## src/rtl/ps2_seq_pkg.sv

```systemverilog
// Shared types and constants for the PS/2 event sequencer.
// Holds the decoder state enum, the prefix bytes, the tracked key codes
// and the queued event record.
package ps2_seq_pkg;

    typedef enum logic [1:0] {
        S_IDLE,
        S_EXT,
        S_BREAK,
        S_EXT_BREAK
    } ps2_state_e;

    localparam logic [7:0] PS2_EXT   = 8'hE0;
    localparam logic [7:0] PS2_BREAK = 8'hF0;

    localparam logic [7:0] KEY_W    = 8'h1D;
    localparam logic [7:0] KEY_S    = 8'h1B;
    localparam logic [7:0] KEY_UP   = 8'h75;
    localparam logic [7:0] KEY_DOWN = 8'h72;

    typedef struct packed {
        logic [7:0] key;
        logic       extended;
        logic       make;
    } ps2_event_t;

endpackage

```

## src/rtl/ps2_event_fifo.sv

```systemverilog
// Event queue for the PS/2 sequencer. Power-of-two depth, pointers wrap
// naturally. A push while full only lands if a pop happens in the same cycle.
// The head fields read as zero while the queue is empty.
module ps2_event_fifo
    import ps2_seq_pkg::*;
#(
    parameter int DEPTH = 4
) (
    input  logic                       clk_sys,
    input  logic                       rst_b,
    input  logic                       push,
    input  ps2_event_t                 push_data,
    input  logic                       pop,
    output ps2_event_t                 head,
    output logic                       valid,
    output logic                       full,
    output logic [$clog2(DEPTH):0]     count
);

    localparam int AW = $clog2(DEPTH);
    localparam int CW = AW + 1;

    ps2_event_t          mem_q [DEPTH];
    logic [AW-1:0]       wr_ptr_q, wr_ptr_d;
    logic [AW-1:0]       rd_ptr_q, rd_ptr_d;
    logic [CW-1:0]       count_q, count_d;
    logic                wr_en;
    logic                rd_en;

    // Pointer and occupancy update for the accepted push/pop pair
    always_comb begin
        valid    = (count_q != '0);
        full     = (count_q == CW'(DEPTH));
        rd_en    = pop & valid;
        wr_en    = push & (~full | rd_en);
        wr_ptr_d = wr_ptr_q;
        rd_ptr_d = rd_ptr_q;
        count_d  = count_q;
        if (wr_en) wr_ptr_d = wr_ptr_q + AW'(1);
        if (rd_en) rd_ptr_d = rd_ptr_q + AW'(1);
        case ({wr_en, rd_en})
            2'b10:   count_d = count_q + CW'(1);
            2'b01:   count_d = count_q - CW'(1);
            default: count_d = count_q;
        endcase
        head  = valid ? mem_q[rd_ptr_q] : '0;
        count = count_q;
    end

    // Pointer and occupancy registers
    always_ff @(posedge clk_sys or negedge rst_b) begin
        if (!rst_b) begin
            wr_ptr_q <= '0;
            rd_ptr_q <= '0;
            count_q  <= '0;
        end else begin
            wr_ptr_q <= wr_ptr_d;
            rd_ptr_q <= rd_ptr_d;
            count_q  <= count_d;
        end
    end

    // Storage needs no reset; empty entries are masked at the head
    always_ff @(posedge clk_sys) begin
        if (wr_en) mem_q[wr_ptr_q] <= push_data;
    end

endmodule

```

## src/rtl/ps2_event_sequencer.sv

```systemverilog
// PS/2 scan-byte decoder: folds E0/F0 prefixes into make/break events,
// queues them, and flags overflow and malformed/stalled prefix sequences.
// Optional held-key tracking for W/S/Up/Down is built only when
// PS2_KEY_STATE_EN is defined; otherwise Key_state is tied low.
//
// state        | meaning
// S_IDLE       | no prefix pending
// S_EXT        | E0 seen, waiting for code or F0
// S_BREAK      | F0 seen, next code is a plain break
// S_EXT_BREAK  | E0 F0 seen, next code is an extended break
module ps2_event_sequencer
    import ps2_seq_pkg::*;
#(
    parameter int FIFO_DEPTH     = 4,
    parameter int TIMEOUT_CYCLES = 2_500_000
) (
    input  logic                           Clock_50,
    input  logic                           Resetn,
    input  logic [7:0]                     PS2_code,
    input  logic                           PS2_code_ready,
    input  logic                           Event_ack,
    input  logic                           Clear_errors,
    output logic                           Event_valid,
    output logic [7:0]                     Event_key,
    output logic                           Event_extended,
    output logic                           Event_make,
    output logic [$clog2(FIFO_DEPTH):0]    Event_count,
    output logic                           Overflow,
    output logic                           Seq_error,
    output logic [3:0]                     Key_state
);

    localparam int              TMO_W    = $clog2(TIMEOUT_CYCLES + 1);
    localparam logic [TMO_W-1:0] TMO_LAST = TMO_W'(TIMEOUT_CYCLES - 1);

    ps2_state_e        state_q, state_d;
    logic              ready_q, ready_d;
    logic [TMO_W-1:0]  tmo_q, tmo_d;
    logic              overflow_q, overflow_d;
    logic              seq_err_q, seq_err_d;
    logic              strobe;
    logic              is_ext, is_brk;
    logic              push_valid;
    ps2_event_t        push_evt;
    logic              seq_err_set;
    logic              pop;
    logic              fifo_full;
    ps2_event_t        head;

    // Prefix decode, timeout and sticky-flag next state
    always_comb begin
        ready_d     = PS2_code_ready;
        strobe      = PS2_code_ready & ~ready_q;
        is_ext      = (PS2_code == PS2_EXT);
        is_brk      = (PS2_code == PS2_BREAK);
        state_d     = state_q;
        tmo_d       = tmo_q;
        push_valid  = 1'b0;
        push_evt    = '0;
        seq_err_set = 1'b0;
        if (strobe) begin
            tmo_d = '0;
            case (state_q)
                S_IDLE: begin
                    if (is_ext)      state_d = S_EXT;
                    else if (is_brk) state_d = S_BREAK;
                    else begin
                        push_valid = 1'b1;
                        push_evt   = '{key: PS2_code, extended: 1'b0, make: 1'b1};
                    end
                end
                S_EXT: begin
                    if (is_brk)      state_d = S_EXT_BREAK;
                    else if (!is_ext) begin
                        push_valid = 1'b1;
                        push_evt   = '{key: PS2_code, extended: 1'b1, make: 1'b1};
                        state_d    = S_IDLE;
                    end
                end
                S_BREAK, S_EXT_BREAK: begin
                    if (is_ext || is_brk) seq_err_set = 1'b1;
                    else begin
                        push_valid = 1'b1;
                        push_evt   = '{key: PS2_code,
                                       extended: (state_q == S_EXT_BREAK),
                                       make: 1'b0};
                    end
                    state_d = S_IDLE;
                end
                default: state_d = S_IDLE;
            endcase
        end else if (state_q != S_IDLE) begin
            if (tmo_q == TMO_LAST) begin
                seq_err_set = 1'b1;
                state_d     = S_IDLE;
                tmo_d       = '0;
            end else begin
                tmo_d = tmo_q + TMO_W'(1);
            end
        end else begin
            tmo_d = '0;
        end

        pop        = Event_valid & Event_ack;
        overflow_d = (push_valid & fifo_full & ~pop) | (overflow_q & ~Clear_errors);
        seq_err_d  = seq_err_set | (seq_err_q & ~Clear_errors);
    end

    // Decoder state, byte-edge detector, timeout and sticky flags
    always_ff @(posedge Clock_50 or negedge Resetn) begin
        if (!Resetn) begin
            state_q    <= S_IDLE;
            ready_q    <= 1'b0;
            tmo_q      <= '0;
            overflow_q <= 1'b0;
            seq_err_q  <= 1'b0;
        end else begin
            state_q    <= state_d;
            ready_q    <= ready_d;
            tmo_q      <= tmo_d;
            overflow_q <= overflow_d;
            seq_err_q  <= seq_err_d;
        end
    end

    ps2_event_fifo #(
        .DEPTH (FIFO_DEPTH)
    ) u_fifo (
        .clk_sys   (Clock_50),
        .rst_b     (Resetn),
        .push      (push_valid),
        .push_data (push_evt),
        .pop       (pop),
        .head      (head),
        .valid     (Event_valid),
        .full      (fifo_full),
        .count     (Event_count)
    );

    // Head event fields and sticky flags out
    always_comb begin
        Event_key      = head.key;
        Event_extended = head.extended;
        Event_make     = head.make;
        Overflow       = overflow_q;
        Seq_error      = seq_err_q;
    end

`ifdef PS2_KEY_STATE_EN
    logic [3:0] key_q, key_d;

    // Held-key tracking follows every decoded event, even when it is dropped
    always_comb begin
        key_d = key_q;
        if (push_valid) begin
            if (!push_evt.extended && push_evt.key == KEY_W) key_d[0] = push_evt.make;
            if (!push_evt.extended && push_evt.key == KEY_S) key_d[1] = push_evt.make;
            if (push_evt.extended && push_evt.key == KEY_UP)   key_d[2] = push_evt.make;
            if (push_evt.extended && push_evt.key == KEY_DOWN) key_d[3] = push_evt.make;
        end
        Key_state = key_q;
    end

    // Held-key register
    always_ff @(posedge Clock_50 or negedge Resetn) begin
        if (!Resetn) key_q <= '0;
        else         key_q <= key_d;
    end
`else
    assign Key_state = 4'b0000;
`endif

endmodule

```

## config.mk

```make
export PLATFORM = sky130hd
export DESIGN_NAME = ps2_event_sequencer
export DESIGN_NICKNAME = d
export VERILOG_FILES = /design/src/rtl/ps2_seq_pkg.sv /design/src/rtl/ps2_event_fifo.sv /design/src/rtl/ps2_event_sequencer.sv
export SDC_FILE = /design/constraint.sdc
export NUM_CORES = 1
export LEC_CHECK = 0
export ABC_CLOCK_PERIOD_IN_PS = 2700
export CAP_MARGIN = 20
export CORE_ASPECT_RATIO = 0.5
export CORE_UTILIZATION = 30
export DETAILED_ROUTE_END_ITERATION = 10
export GPL_TIMING_DRIVEN = 0
export SLEW_MARGIN = 10
export SYNTH_ARGS = -nofsm -noshare
export SYNTH_HDL_FRONTEND = slang
export SYNTH_SLANG_ARGS = --single-unit
```

## constraint.sdc

```tcl
create_clock -name Clock_50 -period 2.7 [get_ports Clock_50]
set_clock_uncertainty 0.1 [all_clocks]
set_input_delay 0.81 -clock Clock_50 [delete_from_list [all_inputs] [get_ports Clock_50]]
set_output_delay 0.81 -clock Clock_50 [all_outputs]
set_load 0.02 [all_outputs]
```

==> flow_metrics.py, run 1 <==
metrics = {
    "run_status": {
        "status": "completed",
    },
    "setup_path": {
        "required_ns": 1.79,
        "crit_path_frequent_cell": "buf_12",
        "crit_type": "flip-flop to primary output",
        "endpoint_kind": "primary output",
        "critPathArrivalTime_ns": 1.75,
        "critPathSlowestCell": "mux4_2",
        "worstPathCellList": "buf_12 -> buf_12 -> mux4_2 -> and2_4 -> buf_6",
        "slowest_delay_ns": 0.50,
        "path_max_fanout": 5,
        "startpoint_type": "flip-flop",
    },
    "floorplan": {
        "start_util": 0.3093,
        "dieHeight_um": 77.47,
        "core_area_mm2": 0.01105,
        "die_w_um": 152.9,
        "dieArea_mm2": 0.01185,
        "io_pins": 33,
        "rows": 27,
    },
    "timing": {
        "tns_ns": 0,
        "fin_crit_ns": 2.659,
        "period_share": 0.9850,
        "whs_ns": 0.4072,
        "grt_setup_unrepaired": "true",
        "fmax_mhz": 376.0,
        "hold_viol_final": 0,
        "slew_violations": 0,
        "tightestPinTransition_ns": 0.7696,
        "slew_headroom": 0.4869,
        "final-setup-viol-count": 0,
    },
    "global_route": {
        "grt_pass1_wl_mm": 11.72,
        "grtUsageTotal": 0.1265,
        "grt_overflow_total": 0,
        "grt_antenna_before_repair": 0,
        "grt_pass1_vias": 2296,
        "grt_max_degree": 35,
    },
    "placement": {
        "place_inst": 441,
        "port_buffers": 28,
        "routabilityCongestion": 0.7532,
        "placed_area_mm2": 0.003889,
        "hpwl_mm": 4.679,
    },
    "clock_network": {
        "cts_root_buffer": "clkbuf_16",
        "clkTransAtPathRegs_ns": 0.06,
        "cts_tree": "yes",
        "clkSinkCount": 74,
        "clock_latency_ns": 0.33,
        "numCtsBuffers": 9,
        "htreeDepth": 3,
        "cts_buffer_depth": 2,
    },
    "logic_synthesis": {
        "async_flop_share": 0.4595,
        "netlist_top_cells_count": "40 x edfxtp_1, 34 x dfrtp_1, 21 x and2_1, 19 x nor2_1, 13 x inv_1",
        "synth_top_cell_by_area": "edfxtp_1",
        "ys_warn_count": 0,
        "avgSynthCellArea_um2": 12.89,
        "synth_cell_types": 46,
        "synth_area_mm2": 0.003417,
        "yosys.cell_count.top_type": "edfxtp_1",
        "yosys_most_used_dff": "edfxtp_1",
        "synth_area_leaders": "edfxtp_1 35%, dfrtp_1 25%, mux4_2 6.6%",
        "ys_seq_area_frac": 0.6005,
        "netlist_instances": 265,
        "yosys_register_bits": 74,
        "synth_top_area_share": 0.3515,
        "synth_edf_count": 40,
    },
    "routing": {
        "ant_nets": 0,
        "first_pass_iters": 4,
        "viasPerCell": 4.826,
        "via_count": 2249,
        "remaining_drc_errors": 0,
        "wl_per_cell_um": 14.82,
        "routed_wl_mm": 6.908,
        "drt_iter0_markers": 123,
    },
    "pwr": {
        "ir_worst_vdd_uv": 319.5,
        "powerDensity_mw_per_mm2": 901.0,
        "leakage_nw": 1.622,
    },
    "hold_path": {
        "hold_path.class": "flip-flop to flip-flop",
    },
    "cells_and_area": {
        "seqCellArea_mm2": 0.002053,
        "diodes": 0,
        "fin_area_mm2": 0.004384,
        "drive_above_1_share": 0.2399,
        "area_growth_pct": 28.30,
        "finalNetCount": 336,
        "final_cells": 466,
        "fillers": 1020,
        "final_core_util": 0.3969,
        "multi_input_area_mm2": 0.001333,
    },
    "flow_run": {
        "maxCapViolCount": 0,
    },
}
-- logic make-up (layout without fill, tap and decap cells) --
group,Yosys count,in the layout,share of synthesized area
compound gates,28,28,0.05126
xor+xnor,17,17,0.04357
fa+ha+maj,7,7,0.02783
buf+inv,26,79,0.03369
flops,74,74,0.6005
mux,11,11,0.06884
other cells,1,4,0.001097
simple gates,101,101,0.1732
-- critical path, delay by kind of cell (launching register included) --
kind / cells / cell delay (ns)
buffers and inverters: 3 / 0.37
DFF: 1 / 0.40
muxes: 1 / 0.50
and+or+nand+nor: 1 / 0.15
-- path summary, 6_finish.rpt --
kind | start | to | slack [ns] | cells past startpoint
setup / recovery | u_fifo.rd_ptr_q[0]$_DFFE_PN0P_ | Event_key[4] | 0.04 | 5
hold / removal | tmo_q[0]$_DFF_PN0_ | tmo_q[0]$_DFF_PN0_ | 0.41 | 1
setup reg to reg | u_fifo.count[0]$_DFFE_PN0P_ | u_fifo.count[2]$_DFFE_PN0P_ | 0.40 | 9
hold reg to reg | tmo_q[0]$_DFF_PN0_ | tmo_q[0]$_DFF_PN0_ | 0.41 | 1
max in group asynchronous | Resetn | u_fifo.rd_ptr_q[0]$_DFFE_PN0P_ | 1.51 | 1
min in group asynchronous | Resetn | tmo_q[17]$_DFF_PN0_ | 0.45 | 1
-- cell usage in the layout, fill, tap and decap left out, types with 5 or more instances in the layout --
| cell | n |
|---|---|
| xor2_1 | 6 |
| a21oi_1 | 10 |
| ha_1 | 5 |
| nand3_1 | 10 |
| dlygate4sd2_1 | 8 |
| dfrtp_1 | 33 |
| clkdlybuf4s50_1 | 7 |
| mux4_2 | 10 |
| and2_1 | 11 |
| or4_1 | 6 |
| nor2_1 | 19 |
| clkbuf_16 | 9 |
| inv_1 | 11 |
| buf_6 | 9 |
| and2_4 | 10 |
| xnor2_1 | 11 |
| nand2_1 | 7 |
| edfxtp_1 | 40 |
| o21ai_0 | 5 |
| buf_4 | 13 |
| or3_1 | 7 |
-- area by class of cell --
| type | count | share of cell area |
|---|---|---|
| flip-flops and latches | 74 | 0.4683 |
| multi-input cells | 168 | 0.3039 |
| repair buffers | 38 | 0.08876 |
| clock buffers | 10 | 0.05223 |
| well taps | 145 | 0.04138 |
| plain buffers | 12 | 0.01884 |
| clock inverters | 6 | 0.01541 |
| inverters | 13 | 0.01113 |
-- per-stage QoR --
step                setup slack, ns  power, W
floorplan                  0.002081  0.002063
global placement            -0.7188  0.002467
detailed placement          -0.7619  0.002509
CTS                        -0.01858  0.003788
global route              -0.009280  0.004138
finish                      0.04055  0.003950
-- layer usage --
layer / routed length (µm) / up-vias / GRT usage
met5: 0 / - / 0
met3: 204 / 4 / 0.03296
met2: 3713 / 33 / 0.2298
met4: 37 / 0 / 0.04141
li1: - / 1068 / -
met1: 2952 / 1144 / 0.1464
-- flip-flops by register name, summed over array words and instances, names as in the netlist --
name	count
tmo_q	22
u_fifo.count	3
u_fifo.wr_ptr_q	2
ready_q	1
Seq_error	1
state_q	2
Overflow	1
u_fifo.mem_q	40
u_fifo.rd_ptr_q	2
-- timing repair --
| item | 4_1_cts | 5_1_grt |
|---|---|---|
| setup buffers | 7 | 2 |
| cloned | 1 | 0 |
| setup endpoints to repair | 54 | 11 |
| pin swaps | 7 | 11 |
| hold buffers | 0 | 0 |
| resized for setup | 73 | 28 |
-- report_power, final --
| group | switching, W | internal, W | total [W] | leakage, nW |
|---|---|---|---|---|
| Combinational | 0.000614 | 0.000773 | 0.00139 | 0.653 |
| Clock | 0.000460 | 0.000716 | 0.00118 | 0.139 |
| Sequential | 0.0000688 | 0.00132 | 0.00139 | 0.830 |
Note: power is estimated with default switching activity, not from simulation.
==> run 2, diff against run 1 <==
--- a/config.mk
+++ b/config.mk
@@ -5,7 +5,7 @@
 export SDC_FILE = /design/constraint.sdc
 export NUM_CORES = 1
 export LEC_CHECK = 0
-export ABC_CLOCK_PERIOD_IN_PS = 2700
+export ABC_CLOCK_PERIOD_IN_PS = 2200
 export CAP_MARGIN = 20
 export CORE_ASPECT_RATIO = 0.5
 export CORE_UTILIZATION = 30
==> constraint.sdc (replaced) <==
create_clock -name Clock_50 -period 2.2 [get_ports Clock_50]
set_clock_uncertainty 0.1 [all_clocks]
set_input_delay 0.66 -clock Clock_50 [delete_from_list [all_inputs] [get_ports Clock_50]]
set_output_delay 0.66 -clock Clock_50 [all_outputs]
set_load 0.02 [all_outputs]
==> flow_metrics.py, run 2 (same netlist as run 1, synthesis figures left out) <==
metrics = {
    "run_status": {
        "status": "finished, violations left",
        "violations": "negative setup slack",
    },
    "global_route": {
        "grt_pass1_wl_mm": 11.52,
        "grtUsageTotal": 0.1261,
        "use_met2": 0.2298,
        "grt_max_degree": 35,
        "grt_use_met1": 0.1456,
        "grt_overflow_total": 0,
        "met3_usage": 0.02849,
        "grt_pass1_vias": 2338,
        "grt_antenna_before_repair": 0,
        "busiest_layer": "met2",
    },
    "setup_path": {
        "critPathSlowestCell": "mux4_2",
        "endpoint_kind": "primary output",
        "crit_path_frequent_cell": "buf_6",
        "required_ns": 1.44,
        "critPathArrivalTime_ns": 1.71,
        "crit_type": "flip-flop to primary output",
        "slowest_delay_ns": 0.51,
        "worstPathCellList": "buf_12 -> buf_6 -> mux4_2 -> and2_4 -> buf_6",
        "path_max_fanout": 2,
        "startpoint_type": "flip-flop",
        "r2r_slack_ns": -0.10,
    },
    "pwr": {
        "powerDensity_mw_per_mm2": 1142,
        "leakage_nw": 1.695,
        "ir_worst_vdd_uv": 447.7,
    },
    "timing": {
        "hold_viol_final": 0,
        "grt_setup_unrepaired": "true",
        "postLayoutSetupSlackWorst_ns": -0.2719,
        "slew_violations": 0,
        "fmax_mhz": 404.5,
        "tns_ns": -2.607,
        "tightestPinTransition_ns": 0.7827,
        "period_share": 1.124,
        "slew_headroom": 0.4782,
        "fin_crit_ns": 2.472,
        "final-setup-viol-count": 12,
    },
    "routing": {
        "via_count": 2322,
        "viasPerCell": 4.899,
        "routed_wl_mm": 7.060,
        "remaining_drc_errors": 0,
        "drt_iter0_markers": 110,
        "first_pass_iters": 6,
        "ant_nets": 0,
        "wl_per_cell_um": 14.89,
    },
    "floorplan": {
        "start_util": 0.3093,
        "dieHeight_um": 77.47,
        "die_w_um": 152.9,
        "core_area_mm2": 0.01105,
        "rows": 27,
        "dieArea_mm2": 0.01185,
        "io_pins": 33,
    },
    "clock_network": {
        "numCtsBuffers": 9,
        "htreeDepth": 3,
        "clock_latency_ns": 0.32,
        "cts_buffer_depth": 2,
        "cts_root_buffer": "clkbuf_16",
        "clkTransAtPathRegs_ns": 0.06,
        "cts_tree": "yes",
        "clkSinkCount": 74,
    },
    "cells_and_area": {
        "layout_common_cells": "40 x edfxtp_1, 33 x dfrtp_1, 19 x nor2_1",
        "finalNetCount": 345,
        "largest-register": "u_fifo.mem_q",
        "final_core_util": 0.4088,
        "largest_reg_flops": 40,
        "diodes": 0,
        "drive_above_1_share": 0.2918,
        "area_growth_pct": 32.15,
        "fillers": 1027,
        "final_common_cell": "edfxtp_1",
    },
    "placement": {
        "port_buffers": 28,
        "routabilityCongestion": 0.7663,
        "hpwl_mm": 4.529,
    },
    "flow_run": {
        "maxCapViolCount": 0,
    },
    "hold_path": {
        "hold_path.class": "input port to async pin",
    },
}
-- run 2: power by group --
group          internal [W]  switching (W)  total [W]
sequential          0.00162      0.0000760    0.00169
clock               0.00111       0.000542    0.00165
combinational       0.00103       0.000783    0.00182
total               0.00376        0.00140    0.00516
-- run 2: metrics by stage --
| stage | total power [W] | setup WS [ns] | area [µm²] | hold WS (ns) | cells |
|---|---|---|---|---|---|
| floorplan | 0.002546 | -0.3069 | 3447 | 0.2644 | 268 |
| global placement | 0.003048 | -1.102 | 3909 | 0.3940 | 441 |
| detailed placement | 0.003076 | -1.210 | 3904 | 0.3997 | 441 |
| CTS | 0.005262 | -0.2898 | 4501 | 0.3418 | 471 |
| global route | 0.005376 | -0.3307 | 4516 | 0.3811 | 474 |
| finish | 0.005157 | -0.2719 | 4516 | 0.3131 | 474 |
-- run 2: worst paths after layout --
kind                            cells past startpoint                              to                      startpoint
worst max-delay path                                5                    Event_key[7]  u_fifo.rd_ptr_q[0]$_DFFE_PN0P_
worst min-delay path                                1  u_fifo.rd_ptr_q[1]$_DFFE_PN0P_                          Resetn
worst max register to register                      9     u_fifo.count[2]$_DFFE_PN0P_     u_fifo.count[1]$_DFFE_PN0P_
worst min register to register                      2             Seq_error$_DFF_PN0_             Seq_error$_DFF_PN0_
max in group asynchronous                           1  u_fifo.rd_ptr_q[0]$_DFFE_PN0P_                          Resetn
min in group Clock_50                               2             Seq_error$_DFF_PN0_             Seq_error$_DFF_PN0_
-- run 2: metal layers --
metal / up-vias / part of all wire
met5: - / 0
met4: 0 / 0.010
met3: 6 / 0.025
met2: 38 / 0.51
met1: 1188 / 0.45
li1: 1090 / -
-- run 2: repair_timing --
action	in CTS	in global routing
endpoints found under the hold margin	0	0
resized for setup	125	6
setup endpoints to repair	95	18
cloned	2	0
pin swaps	19	9
buffers inserted	13	4
hold buffers	0	0
-- run 2: critical path, delay by kind of cell, from the launching register on --
family,cells,cell delay [ns]
buffers and inverters,3,0.33
muxes,1,0.51
DFF,1,0.39
and+or+nand+nor,1,0.16
-- run 2: final cells by class --
| type | count | area, µm² | share of cell area |
|---|---|---|---|
| plain buffers | 13 | 107.6 | 0.02383 |
| clock buffers | 9 | 225.2 | 0.04988 |
| clock inverters | 6 | 116.4 | 0.02577 |
| inverters | 13 | 48.80 | 0.01081 |
| multi-input cells | 168 | 1353 | 0.2995 |
| flip-flops and latches | 74 | 2053 | 0.4547 |
| well taps | 145 | 181.4 | 0.04018 |
| repair buffers | 46 | 430.4 | 0.09532 |
